**src/rtl/packet_pkg.sv**
```systemverilog
// Shared definitions for the crossbar connection controller.
//   ADDR_WIDTH   : destination mask width, one bit per crossbar output
//   NUM_IN       : number of crossbar inputs
//   SEL_WIDTH    : width of one crossbar mux select
//   port_state_t : per-input connection state
package packet_pkg;

  localparam int unsigned ADDR_WIDTH = 4;
  localparam int unsigned NUM_IN     = 4;
  localparam int unsigned SEL_WIDTH  = 2;

  typedef enum logic [1:0] {
    IDLE,
    REQ,
    XFER,
    DROP
  } port_state_t;

endpackage

```
**src/rtl/conn_port_fsm.sv**
```systemverilog
// Per-input connection FSM (IDLE/REQ/XFER/DROP) with a request wait counter.
//   clk, rst      : clock, synchronous active-high reset
//   in_valid      : head beat valid
//   in_dst        : destination mask of the head beat
//   in_last       : last beat of the packet
//   out_busy      : outputs currently locked by any connection
//   out_ready     : downstream ready per output
//   arb_grant     : this input's grant from the arbiter
//   in_ready      : beat accept for this input
//   arb_req       : request to the arbiter
//   arb_dst       : destination mask presented to the arbiter
//   dst_q         : latched destination mask of the current packet
//   grant_take    : grant accepted this cycle (connection opens next cycle)
//   release_take  : last beat transferred this cycle (connection closes next cycle)
//   starve        : request has waited at least STARVE_LIMIT cycles
module conn_port_fsm
  import packet_pkg::*;
#(
  parameter int unsigned STARVE_LIMIT = 64,
  parameter int unsigned ADDR_WIDTH   = packet_pkg::ADDR_WIDTH
) (
  input  logic                  clk,
  input  logic                  rst,
  input  logic                  in_valid,
  input  logic [ADDR_WIDTH-1:0] in_dst,
  input  logic                  in_last,
  input  logic [ADDR_WIDTH-1:0] out_busy,
  input  logic [ADDR_WIDTH-1:0] out_ready,
  input  logic                  arb_grant,
  output logic                  in_ready,
  output logic                  arb_req,
  output logic [ADDR_WIDTH-1:0] arb_dst,
  output logic [ADDR_WIDTH-1:0] dst_q,
  output logic                  grant_take,
  output logic                  release_take,
  output logic                  starve
);

  port_state_t state;
  logic [7:0]  wait_cnt;
  logic [7:0]  wait_next;

  // Requests are masked while any wanted output is still locked, so a grant
  // can never land on an output in the same cycle it is being released.
  assign arb_req    = (state == REQ) && ((dst_q & out_busy) == '0);
  assign arb_dst    = arb_req ? dst_q : '0;
  assign grant_take = arb_req & arb_grant;

  always_comb begin
    in_ready = 1'b0;
    case (state)
      XFER:    in_ready = &(out_ready | ~dst_q);
      DROP:    in_ready = 1'b1;
      default: in_ready = 1'b0;
    endcase
  end

  assign release_take = (state == XFER) && in_valid && in_ready && in_last;

  always_comb begin
    wait_next = '0;
    if (state == REQ && !grant_take)
      wait_next = (wait_cnt == '1) ? wait_cnt : wait_cnt + 8'd1;
  end

  always_ff @(posedge clk) begin
    if (rst) begin
      state    <= IDLE;
      dst_q    <= '0;
      wait_cnt <= '0;
      starve   <= 1'b0;
    end else begin
      wait_cnt <= wait_next;
      // Derived from the next count so the flag lines up with the counter.
      starve   <= (32'(wait_next) >= STARVE_LIMIT);
      case (state)
        IDLE: begin
          if (in_valid) begin
            if (|in_dst) begin
              dst_q <= in_dst;
              state <= REQ;
            end else begin
              state <= DROP;
            end
          end
        end
        REQ:     if (grant_take) state <= XFER;
        XFER:    if (release_take) state <= IDLE;
        DROP:    if (in_valid && in_last) state <= IDLE;
        default: state <= IDLE;
      endcase
    end
  end

endmodule

```
**src/rtl/connection_ctrl.sv**
```systemverilog
// Crossbar connection controller: four per-input FSMs request outputs from an
// external all-or-nothing arbiter, lock granted outputs and drive the
// registered crossbar mux selects.
//   clk, rst              : clock, synchronous active-high reset
//   in_valid/in_last      : per-input beat valid / last marker
//   in_dst0..3            : per-input head-beat destination mask
//   in_ready              : per-input beat accept
//   arb_reqs, arb_dst0..3 : request vector and masks to the arbiter
//   arb_grant             : grant vector from the arbiter
//   xbar_sel0..3          : per-output mux select (input index)
//   out_active            : per-output locked flag
//   out_ready             : per-output downstream ready
//   starve                : per-input starvation flag
module connection_ctrl
  import packet_pkg::*;
#(
  parameter int unsigned STARVE_LIMIT = 64,
  parameter int unsigned ADDR_WIDTH   = packet_pkg::ADDR_WIDTH
) (
  input  logic                  clk,
  input  logic                  rst,
  input  logic [NUM_IN-1:0]     in_valid,
  input  logic [ADDR_WIDTH-1:0] in_dst0,
  input  logic [ADDR_WIDTH-1:0] in_dst1,
  input  logic [ADDR_WIDTH-1:0] in_dst2,
  input  logic [ADDR_WIDTH-1:0] in_dst3,
  input  logic [NUM_IN-1:0]     in_last,
  output logic [NUM_IN-1:0]     in_ready,
  output logic [NUM_IN-1:0]     arb_reqs,
  output logic [ADDR_WIDTH-1:0] arb_dst0,
  output logic [ADDR_WIDTH-1:0] arb_dst1,
  output logic [ADDR_WIDTH-1:0] arb_dst2,
  output logic [ADDR_WIDTH-1:0] arb_dst3,
  input  logic [NUM_IN-1:0]     arb_grant,
  output logic [SEL_WIDTH-1:0]  xbar_sel0,
  output logic [SEL_WIDTH-1:0]  xbar_sel1,
  output logic [SEL_WIDTH-1:0]  xbar_sel2,
  output logic [SEL_WIDTH-1:0]  xbar_sel3,
  output logic [ADDR_WIDTH-1:0] out_active,
  input  logic [ADDR_WIDTH-1:0] out_ready,
  output logic [NUM_IN-1:0]     starve
);

  logic [ADDR_WIDTH-1:0] dst_in     [NUM_IN];
  logic [ADDR_WIDTH-1:0] arb_dst_w  [NUM_IN];
  logic [ADDR_WIDTH-1:0] dst_q      [NUM_IN];
  logic [NUM_IN-1:0]     grant_take;
  logic [NUM_IN-1:0]     release_take;
  logic [ADDR_WIDTH-1:0] out_busy;
  logic [ADDR_WIDTH-1:0] grant_mask;
  logic [ADDR_WIDTH-1:0] release_mask;
  logic [SEL_WIDTH-1:0]  xbar_sel   [ADDR_WIDTH];

  assign dst_in[0] = in_dst0;
  assign dst_in[1] = in_dst1;
  assign dst_in[2] = in_dst2;
  assign dst_in[3] = in_dst3;

  for (genvar i = 0; i < NUM_IN; i++) begin : g_port
    conn_port_fsm #(
      .STARVE_LIMIT (STARVE_LIMIT),
      .ADDR_WIDTH   (ADDR_WIDTH)
    ) u_port (
      .clk          (clk),
      .rst          (rst),
      .in_valid     (in_valid[i]),
      .in_dst       (dst_in[i]),
      .in_last      (in_last[i]),
      .out_busy     (out_busy),
      .out_ready    (out_ready),
      .arb_grant    (arb_grant[i]),
      .in_ready     (in_ready[i]),
      .arb_req      (arb_reqs[i]),
      .arb_dst      (arb_dst_w[i]),
      .dst_q        (dst_q[i]),
      .grant_take   (grant_take[i]),
      .release_take (release_take[i]),
      .starve       (starve[i])
    );
  end

  always_comb begin
    grant_mask   = '0;
    release_mask = '0;
    for (int unsigned i = 0; i < NUM_IN; i++) begin
      if (grant_take[i])   grant_mask   = grant_mask   | dst_q[i];
      if (release_take[i]) release_mask = release_mask | dst_q[i];
    end
  end

  always_ff @(posedge clk) begin
    if (rst) begin
      out_busy <= '0;
      for (int unsigned n = 0; n < ADDR_WIDTH; n++) xbar_sel[n] <= '0;
    end else begin
      out_busy <= (out_busy & ~release_mask) | grant_mask;
      // Selects only move on a grant; they hold while the output is idle.
      for (int unsigned n = 0; n < ADDR_WIDTH; n++)
        for (int unsigned i = 0; i < NUM_IN; i++)
          if (grant_take[i] && dst_q[i][n]) xbar_sel[n] <= SEL_WIDTH'(i);
    end
  end

  assign out_active = out_busy;
  assign arb_dst0   = arb_dst_w[0];
  assign arb_dst1   = arb_dst_w[1];
  assign arb_dst2   = arb_dst_w[2];
  assign arb_dst3   = arb_dst_w[3];
  assign xbar_sel0  = xbar_sel[0];
  assign xbar_sel1  = xbar_sel[1];
  assign xbar_sel2  = xbar_sel[2];
  assign xbar_sel3  = xbar_sel[3];

endmodule
```
**config.mk**
```make
export PLATFORM = sky130hd
export DESIGN_NAME = connection_ctrl
export DESIGN_NICKNAME = d
export VERILOG_FILES = /design/src/rtl/packet_pkg.sv /design/src/rtl/conn_port_fsm.sv /design/src/rtl/connection_ctrl.sv
export SDC_FILE = /design/constraint.sdc
export NUM_CORES = 1
export LEC_CHECK = 0
export ABC_CLOCK_PERIOD_IN_PS = 5000
export CORE_UTILIZATION = 32
export DETAILED_ROUTE_END_ITERATION = 10
export GPL_ROUTABILITY_DRIVEN = 0
export SLEW_MARGIN = 30
export SYNTH_ARGS = -nofsm -noshare
export SYNTH_HDL_FRONTEND = slang
export SYNTH_SLANG_ARGS = --single-unit
export TNS_END_PERCENT = 20
```
**constraint.sdc**
```tcl
create_clock -name clk -period 5 [get_ports clk]
set_clock_uncertainty 0.2 [all_clocks]
set_input_delay 0.5 -clock clk [delete_from_list [all_inputs] [get_ports clk]]
set_output_delay 0.5 -clock clk [all_outputs]
set_load 0.02 [all_outputs]
```
Word-level counts from Yosys, hierarchy flattened --
Memory sizes are Yosys's and may differ from the RTL's. Index checks and enable logic that the tools add are counted.
Storage, ports and cells: latch bits 0, logic and storage cells 281, memory bits (read-only) 0, memories 1, bits in writable memories 8, flip-flop bits (word level) 64, output and inout bits 40, input port bits 34
Operators by class: multipliers 0, order comparisons 4, add/sub/neg operators 4, multiplexer cells 114, bitwise gates (word level) 41, equality and inequality tests 32, divide/modulo/power cells 0, reductions and logical operators 68, shift operators 0
Memories:
- xbar_sel | depth 4, width 2, read ports 4, clocked after memory_dff 0, wr ports 4, RTL line connection_ctrl.sv:52 | logic [SEL_WIDTH-1:0] xbar_sel [ADDR_WIDTH];
Operator list (number):
- $mux W2 | 36
- $mux W8 | 8
- $mux W1 | 50
- $mux W4 | 12
- $or A4 B4 Y4 | 11
- $logic_and A1 B1 Y1 | 40
- $add A8 B1 Y8 const B | 4
- $eq A8 B8 Y1 const B | 4
- $ge A8 B7 Y1 const B | 4
- $pmux W2 S4 | 4
- $reduce_and A4 Y1 | 8
- $ne A2 B1 Y1 const B | 12
- $and A4 B4 Y4 | 5
- $not A4 Y4 | 5
- $eq A2 B2 Y1 const B | 8
- $logic_not A4 Y1 | 4
- $or A1 B1 Y1 | 16
- $reduce_or A4 Y1 | 4
- $reduce_and A3 Y1 | 4
- $eq A2 B1 Y1 const B | 4
- $logic_not A2 Y1 | 4
- $ne A2 B2 Y1 const B | 4
- $pmux W1 S2 | 4
- $and A1 B1 Y1 | 4
- $logic_not A1 Y1 | 4

Logic depth before layout (Yosys ltp) --
Gate-level depths: netlist (run 1).
depth in word-level cells 16, gate-level depth with buffers 8

Cells and area by module --
From an unflattened synthesis (run 1), not the netlist that was laid out.
Second synthesis, totals: cells, all modules 459, area, all modules 3960.0 um^2
By module, submodules not included:
- conn_port_fsm at g_port[0].u_port ... | area each 818.3 um^2, cells an instance 100, times used 3, seq. area each 300.3 um^2
- conn_port_fsm at g_port[3].u_port | area each 854.6 um^2, cells an instance 99, times used 1, seq. area each 300.3 um^2
- connection_ctrl | area each 650.6 um^2, cells an instance 60, times used 1, seq. area each 320.3 um^2

Worst setup path after synthesis (run 1) --
OpenSTA, ideal clock, no wires.
path kind register to register, start point reg out_busy[0], in the netlist out_active[0], end point reg g_port[0].u_port.wait_cnt[7], data arrival time 1.928 ns, setup time 0.088 ns, slack 2.784 ns, required time 4.712 ns, cell stages (with the launch flop) 9, path through dfxtp_1 > clkbuf_2 > nand2_1 > and4b_4 > and2_4 > buf_6 > or4b_4 > buf_6 > a311oi_2
On the way: cells in the longest elaborated chain, start to end 7
RTL lines:
- start: declaration | RTL line connection_ctrl.sv:49 | logic [ADDR_WIDTH-1:0] out_busy;
- start signal: assignment | RTL line connection_ctrl.sv:96 | out_busy <= (out_busy & ~release_mask) | grant_mask;
- $and A4 B4 Y4 | RTL line conn_port_fsm.sv:45 | assign arb_req = (state == REQ) && ((dst_q & out_busy) == '0);
- $logic_not A4 Y1 | RTL line conn_port_fsm.sv:45
- $logic_and A1 B1 Y1 | RTL line conn_port_fsm.sv:45
- via g_port[0].u_port.arb_req | RTL line conn_port_fsm.sv:31 | output logic arb_req,
- $and A1 B1 Y1 | RTL line conn_port_fsm.sv:47 | assign grant_take = arb_req & arb_grant;
- $logic_not A1 Y1 | RTL line conn_port_fsm.sv:62 | if (state == REQ && !grant_take)
- $logic_and A1 B1 Y1 | RTL line conn_port_fsm.sv:62
- $mux W8 | RTL line conn_port_fsm.sv:62
- end signal: assignment | RTL line conn_port_fsm.sv:73 | wait_cnt <= wait_next;
- end: declaration | RTL line conn_port_fsm.sv:40 | logic [7:0] wait_cnt;
The timed path passes the listed nets, and every way through them passes these cells. A chain may end at the register's enable or synchronous reset.

Worst setup path after layout (run 1) --
start point in out_ready[1], end point out in_ready[3]
On the way: cells in the longest elaborated chain, start to end 3
RTL lines:
- start: declaration | RTL line connection_ctrl.sv:40 | input logic [ADDR_WIDTH-1:0] out_ready,
- $or A4 B4 Y4 | RTL line conn_port_fsm.sv:52 | XFER: in_ready = &(out_ready | ~dst_q);
- $reduce_and A4 Y1 | RTL line conn_port_fsm.sv:52
- $pmux W1 S2 | RTL line conn_port_fsm.sv:51 | case (state)
- end: declaration | RTL line connection_ctrl.sv:28 | output logic [NUM_IN-1:0] in_ready,
No other way between the ends.

==> results of run 1 <==
sequential cells by signal, indices dropped and copies added (netlist names):
register	cells
g_port.u_port.state	8
g_port.u_port.wait_cnt	32
xbar_sel	8
out_active	4
g_port.u_port.starve	4
g_port.u_port.dst_q	16
layout make-up:
cell class / count / share of cell area [%]
Timing Repair Buffer: 74 / 15.1
Multi-Input combinational cell: 347 / 42.3
Inverter: 13 / 1.00
Clock inverter: 5 / 1.21
Sequential cell: 72 / 31.2
Tap cell: 143 / 3.67
Clock buffer: 11 / 5.42
report_power, final:
part | switching, mW | internal (mW)
Sequential | 0.0407 | 0.609
Combinational | 0.105 | 0.0964
Clock | 0.245 | 0.432
worst max-delay path, stage by stage:
cell and delay (ns):
clkdlybuf4s50_1 0.49, inv_1 0.09, a2111oi_0 0.78, nor2_1 0.08
nor2_1 0.17, clkdlybuf4s50_1 0.62
layout by cell type, fill, tap and decap left out, drive strengths merged, types with 11 or more instances in the layout:
cell / instances
a22oi: 12
nor2b: 21
dfxtp: 64
nand3: 16
a21oi: 27
clkbuf: 11
and3: 15
and2: 25
clkdlybuf4s50: 73
nor2: 65
nand2: 42
nor3: 16
inv: 15
kinds of logic (layout without fill, tap and decap cells):
group / Yosys count / in the layout / synth area share (%)
multiplexers: 8 / 8 / 2.11
AO/OA/AOI/OAI: 92 / 92 / 17.1
adder cells (fa/ha/maj): 4 / 4 / 1.32
XOR/XNOR: 10 / 10 / 2.31
flip-flops: 72 / 72 / 40.1
AND/OR/NAND/NOR: 233 / 233 / 31.6
buffers and inverters: 39 / 103 / 5.48
per-stage QoR:
stage          std cells  instance area [sq um]  power (mW)
2_1_floorplan        458                   3790       0.772
3_3_place_gp         649                   4550       0.861
3_5_place_dp         649                   4550       0.862
4_1_cts              665                   4870        1.54
5_1_grt              665                   4870        1.59
6_report             665                   4870        1.53
worst max path at each step:
stage / end / slack [ns] / depth (start not counted)
3_3_place_gp: in_ready[3] / 1.50 / 6
2_1_floorplan: g_port[0].u_port.wait_cnt[7]$_SDFF_PP0_ / 2.78 / 8
6_report: in_ready[3] / 1.57 / 6
5_1_grt: in_ready[3] / 1.34 / 6
4_1_cts: in_ready[3] / 1.52 / 6
3_5_place_dp: in_ready[3] / 1.54 / 6
metal layers:
| metal | track usage, % | vias to the layer above | routed length, um |
|---|---|---|---|
| met4 | 5.24 | 0 | 140 |
| met2 | 25.1 | 115 | 4370 |
| met1 | 22.3 | 1629 | 4830 |
| met5 | 0 | - | 0 |
| met3 | 4.37 | 18 | 651 |
| li1 | - | 1756 | - |
==> results.py, run 1 <==
metrics = {
    "floorplanning": {
        "io_pins": 74,
        "die_area_sq_um": 12300,
        "rows": 39,
        "die_w_um": 111,
        "start_util_pct": 33.1,
        "die_height_um": 111,
        "core_area_sq_um": 11500,
    },
    "placement": {
        "place_ws_ns": 1.54,
        "dp_hpwl_um": 7510,
        "io_buffers": 73,
    },
    "yosys": {
        "synth_area_sq_um": 3790,
        "seq_area_frac_synth_pct": 40.1,
        "yosysMostFrequentCell": "nor2_1",
        "synth-edff-count": 8,
        "yosys.area.top_type": "dfxtp_1",
        "synth.net_count": 496,
        "yosys_warnings": 0,
        "synth_area_leaders": "dfxtp_1, nor2_1, edfxtp_1",
        "synthFlopType": "dfxtp_1",
        "async_flop_share_pct": 0,
        "syn-mean-instance-area_sq_um": 8.28,
        "synth_seq_cells": 72,
        "synth_cells": 458,
        "synthTopCellsByCount": "nor2_1, dfxtp_1, nand2_1, a21oi_1, and2_1",
        "ys_types": 60,
        "yosysTopAreaCellShare_pct": 33.8,
    },
    "clock_tree": {
        "clkTransAtPathRegs_ns": 0.05,
        "cts_tree": "yes",
        "cts_sinks": 72,
        "cts-resized-gates": 0,
        "clkLatencyLatePin_ns": 0.33,
        "cts_root_buffer": "clkbuf_16",
        "ctsHtreeMaxLevel": 3,
        "cts_buffers": 9,
        "cts_buffer_depth": 2,
        "cts_setup_buffers": 0,
        "ctsHoldBuffers": 0,
    },
    "worst_setup_path": {
        "crit_fanout": 3,
        "required_ns": 4.30,
        "ff2ff_setup_slack_ns": 2.49,
        "crit_arrival_ns": 2.73,
        "crit_type": "in2out",
        "r2r-start": "g_port[3].u_port.dst_q[2]$_SDFFE_PP0P_",
        "critPathLaunchType": "primary input",
        "reg2reg_depth": 5,
        "endpoint_kind": "output port",
        "r2r-end": "out_active[1]$_SDFF_PP0_",
        "startpoint": "out_ready[1]",
    },
    "finish": {
        "drive_above_1_share_pct": 4.98,
        "final_nets": 555,
        "syn_to_final_growth_pct": 28.5,
        "seqCellArea_sq_um": 1520,
        "multi_input_area_sq_um": 2060,
        "fillers": 1131,
        "postLayoutCoreUtil_pct": 42.5,
        "insertedDiodeCount": 0,
    },
    "flow_run": {
        "drv_cap": 0,
    },
    "route": {
        "wl_per_cell_um": 15.0,
        "drt_wl_total_um": 9990,
        "dr.first_iter.drc_count": 187,
        "dr.pass1.iters": 5,
        "viasPerCell": 5.29,
        "ant_nets": 0,
        "drcViolationCount": 0,
        "via_count": 3518,
    },
    "global_route": {
        "grt.total_usage_pct": 16.4,
        "grt_pass1_vias": 3292,
        "grt.overflow.total": 0,
        "grt_start_max_net_pins": 37,
        "grt_pass1_wl_um": 16300,
        "antenna_found_initial": 0,
    },
    "timing": {
        "finalWorstSetupSlack_ns": 1.57,
        "relSlewSlack_pct": 43.3,
        "fmax_mhz": 292,
        "slew_violations": 0,
        "hold_viol_final": 0,
        "post-route-period-util_pct": 68.6,
        "worstMarginPinSlew_ns": 0.829,
        "setup_tns_ns": 0,
        "rsz0062_at_grt": "false",
        "post-route-min-period_ns": 3.43,
        "hold_ws_ns": 0.309,
        "setup_violations": 0,
    },
    "worst_hold_path": {
        "hold-path-cell-count": 2,
        "min-delay-start": "g_port[2].u_port.wait_cnt[7]$_SDFF_PP0_",
        "whs_endpoint": "g_port[2].u_port.starve$_SDFF_PP0_",
        "hold_class": "reg2reg",
    },
    "pwr": {
        "p_leak_nw": 1.75,
        "max-vdd-ir-drop_uv": 181,
        "powerDensity_nw_per_um2": 314,
    },
    "run_status": {
        "status": "complete, no violations",
    },
}
Note: power is estimated with default switching activity, not from simulation.
==> run 2: changes to the inputs <==
--- a/config.mk
+++ b/config.mk
@@ -5,7 +5,7 @@
 export SDC_FILE = /design/constraint.sdc
 export NUM_CORES = 1
 export LEC_CHECK = 0
-export ABC_CLOCK_PERIOD_IN_PS = 5000
+export ABC_CLOCK_PERIOD_IN_PS = 2910
 export CORE_UTILIZATION = 32
 export DETAILED_ROUTE_END_ITERATION = 10
 export GPL_ROUTABILITY_DRIVEN = 0
==> constraint.sdc (replaced) <==
create_clock -name clk -period 2.91 [get_ports clk]
set_clock_uncertainty 0.2 [all_clocks]
set_input_delay 0.291 -clock clk [delete_from_list [all_inputs] [get_ports clk]]
set_output_delay 0.291 -clock clk [all_outputs]
set_load 0.02 [all_outputs]
==> run 2 against run 1 <==
Compared with the run above: die area stayed put; sequential cell count unchanged; register-to-register slack got worse by 1.8 ns; final cell count up 2.0%; global-route usage rose by 0.38 points; power is 69% higher; worst setup slack got worse by 1.4 ns; highest routed layer unchanged.
==> results.py, run 2 (same netlist as run 1, synthesis figures left out) <==
metrics = {
    "run_status": {
        "status": "complete, no violations",
    },
    "route": {
        "drt_wl_total_um": 10100,
        "ant_nets": 0,
        "dr.first_iter.drc_count": 248,
        "via_count": 3575,
        "wl_per_cell_um": 14.9,
        "dr.pass1.iters": 5,
        "drcViolationCount": 0,
        "viasPerCell": 5.27,
    },
    "finish": {
        "fin_cells": 678,
        "final_cell_mix": "clkdlybuf4s50_1, nor2_1, dfxtp_1",
        "syn_to_final_growth_pct": 30.9,
        "final_area_sq_um": 4960,
        "largest_register_ffs": 32,
        "insertedDiodeCount": 0,
        "layout_commonest_cell": "clkdlybuf4s50_1",
        "drive_above_1_share_pct": 7.66,
        "top_regs": "g_port.u_port.wait_cnt x32, g_port.u_port.dst_q x16",
        "final_nets": 568,
        "top_register": "g_port.u_port.wait_cnt",
        "postLayoutCoreUtil_pct": 43.3,
    },
    "global_route": {
        "grt_start_max_net_pins": 27,
        "grt_pass1_vias": 3466,
        "grt.overflow.total": 0,
        "antenna_found_initial": 0,
        "grt_pass1_wl_um": 16600,
        "grt.total_usage_pct": 16.8,
    },
    "worst_setup_path": {
        "required_ns": 2.42,
        "cp_cell_sequence": "a22oi_1 -> nand3_1 -> a21oi_1 -> and2_1 -> clkdlybuf4s50_1",
        "endpoint_kind": "output port",
        "critPathLaunchType": "register",
        "cp_slowest_stage_delay_ns": 0.59,
        "crit_arrival_ns": 2.28,
        "r2r-start": "out_active[0]$_SDFF_PP0_",
        "startpoint": "g_port[2].u_port.dst_q[3]$_SDFFE_PP0P_",
        "crit_fanout": 7,
        "crit_slowest_cell": "clkdlybuf4s50_1",
        "crit_type": "reg2out",
        "crit_buf_inv": 1,
        "critPathTopFamily": "compound AO/OA/AOI/OAI gates",
    },
    "clock_tree": {
        "clkLatencyLatePin_ns": 0.33,
        "cts_buffers": 9,
        "ctsHoldBuffers": 0,
        "cts_buffer_depth": 2,
        "cts_sinks": 72,
        "cts_tree": "yes",
        "cts_root_buffer": "clkbuf_16",
        "clkTransAtPathRegs_ns": 0.06,
        "ctsHtreeMaxLevel": 3,
    },
    "timing": {
        "rsz0062_at_grt": "false",
        "post-route-period-util_pct": 95.3,
        "post-route-min-period_ns": 2.77,
        "slew_violations": 0,
        "finalWorstSetupSlack_ns": 0.136,
        "relSlewSlack_pct": 44.1,
        "fmax_mhz": 360,
        "setup_tns_ns": 0,
        "hold_viol_final": 0,
        "worstMarginPinSlew_ns": 0.834,
        "setup_violations": 0,
        "hold_ws_ns": 0.304,
    },
    "worst_hold_path": {
        "min-delay-start": "g_port[2].u_port.wait_cnt[7]$_SDFF_PP0_",
        "hold_class": "reg2reg",
    },
    "placement": {
        "io_buffers": 73,
        "dp_hpwl_um": 7680,
        "dp.cells": 660,
        "place_ws_ns": -0.0356,
        "postPlaceCellArea_sq_um": 4630,
    },
    "floorplanning": {
        "io_pins": 74,
        "rows": 39,
        "die_height_um": 111,
        "core_area_sq_um": 11500,
        "start_util_pct": 33.1,
        "die_w_um": 111,
        "die_area_sq_um": 12300,
    },
    "flow_run": {
        "drv_cap": 0,
    },
    "pwr": {
        "p_leak_nw": 1.80,
        "powerDensity_nw_per_um2": 521,
        "power_mw": 2.58,
        "max-vdd-ir-drop_uv": 240,
    },
}
run 2: changes by cell type in the layout (fill, tap and decap cells not counted), sizes merged:
cell,before,now
clkbuf,11,12
inv,15,14
buf,1,14
run 2: worst min-delay path, stage by stage (launching register included):
cell	delay, ns
dfxtp_1	0.32
nor2_1	0.10
nor2_1	0.04
run 2: power breakdown:
part | internal (mW) | switching [mW] | total, mW
Sequential | 1.05 | 0.0601 | 1.11
Combinational | 0.184 | 0.196 | 0.380
Clock | 0.690 | 0.408 | 1.10
Total | 1.92 | 0.664 | 2.58
run 2: layout make-up:
class / instances / area [sq um]
fill: 1119 / 6500
clock buffer: 12 / 246
multi-input combinational: 347 / 2080
inverter: 13 / 48.8
timing repair buffer: 87 / 836
clock inverter: 4 / 52.6
sequential: 72 / 1520
tap: 143 / 179
run 2: path summary, 6_finish.rpt:
check | slack, ns | endpoint | cells after the start
setup / recovery | 0.14 | arb_dst2[0] | 5
hold / removal | 0.30 | g_port[2].u_port.starve$_SDFF_PP0_ | 2
setup reg to reg | 0.65 | xbar_sel[3][1]$_SDFFCE_PP1P_ | 5
hold reg to reg | 0.30 | g_port[2].u_port.starve$_SDFF_PP0_ | 2
run 2: timing repair:
item,in CTS,in global routing
gates resized for setup,1,4
pin swaps,0,1
cloned,0,0
hold endpoints to repair,0,0
setup endpoints to repair,1,9
buffers inserted,0,2
run 2: routing by layer:
| metal | track usage (%) | part of all wire (%) | up-vias |
|---|---|---|---|
| met1 | 22.8 | 47 | 1652 |
| met4 | 5.16 | 1.6 | 0 |
| met2 | 26.0 | 44 | 125 |
| met5 | 0 | 0 | - |
| met3 | 4.26 | 6.6 | 13 |
| li1 | - | - | 1785 |
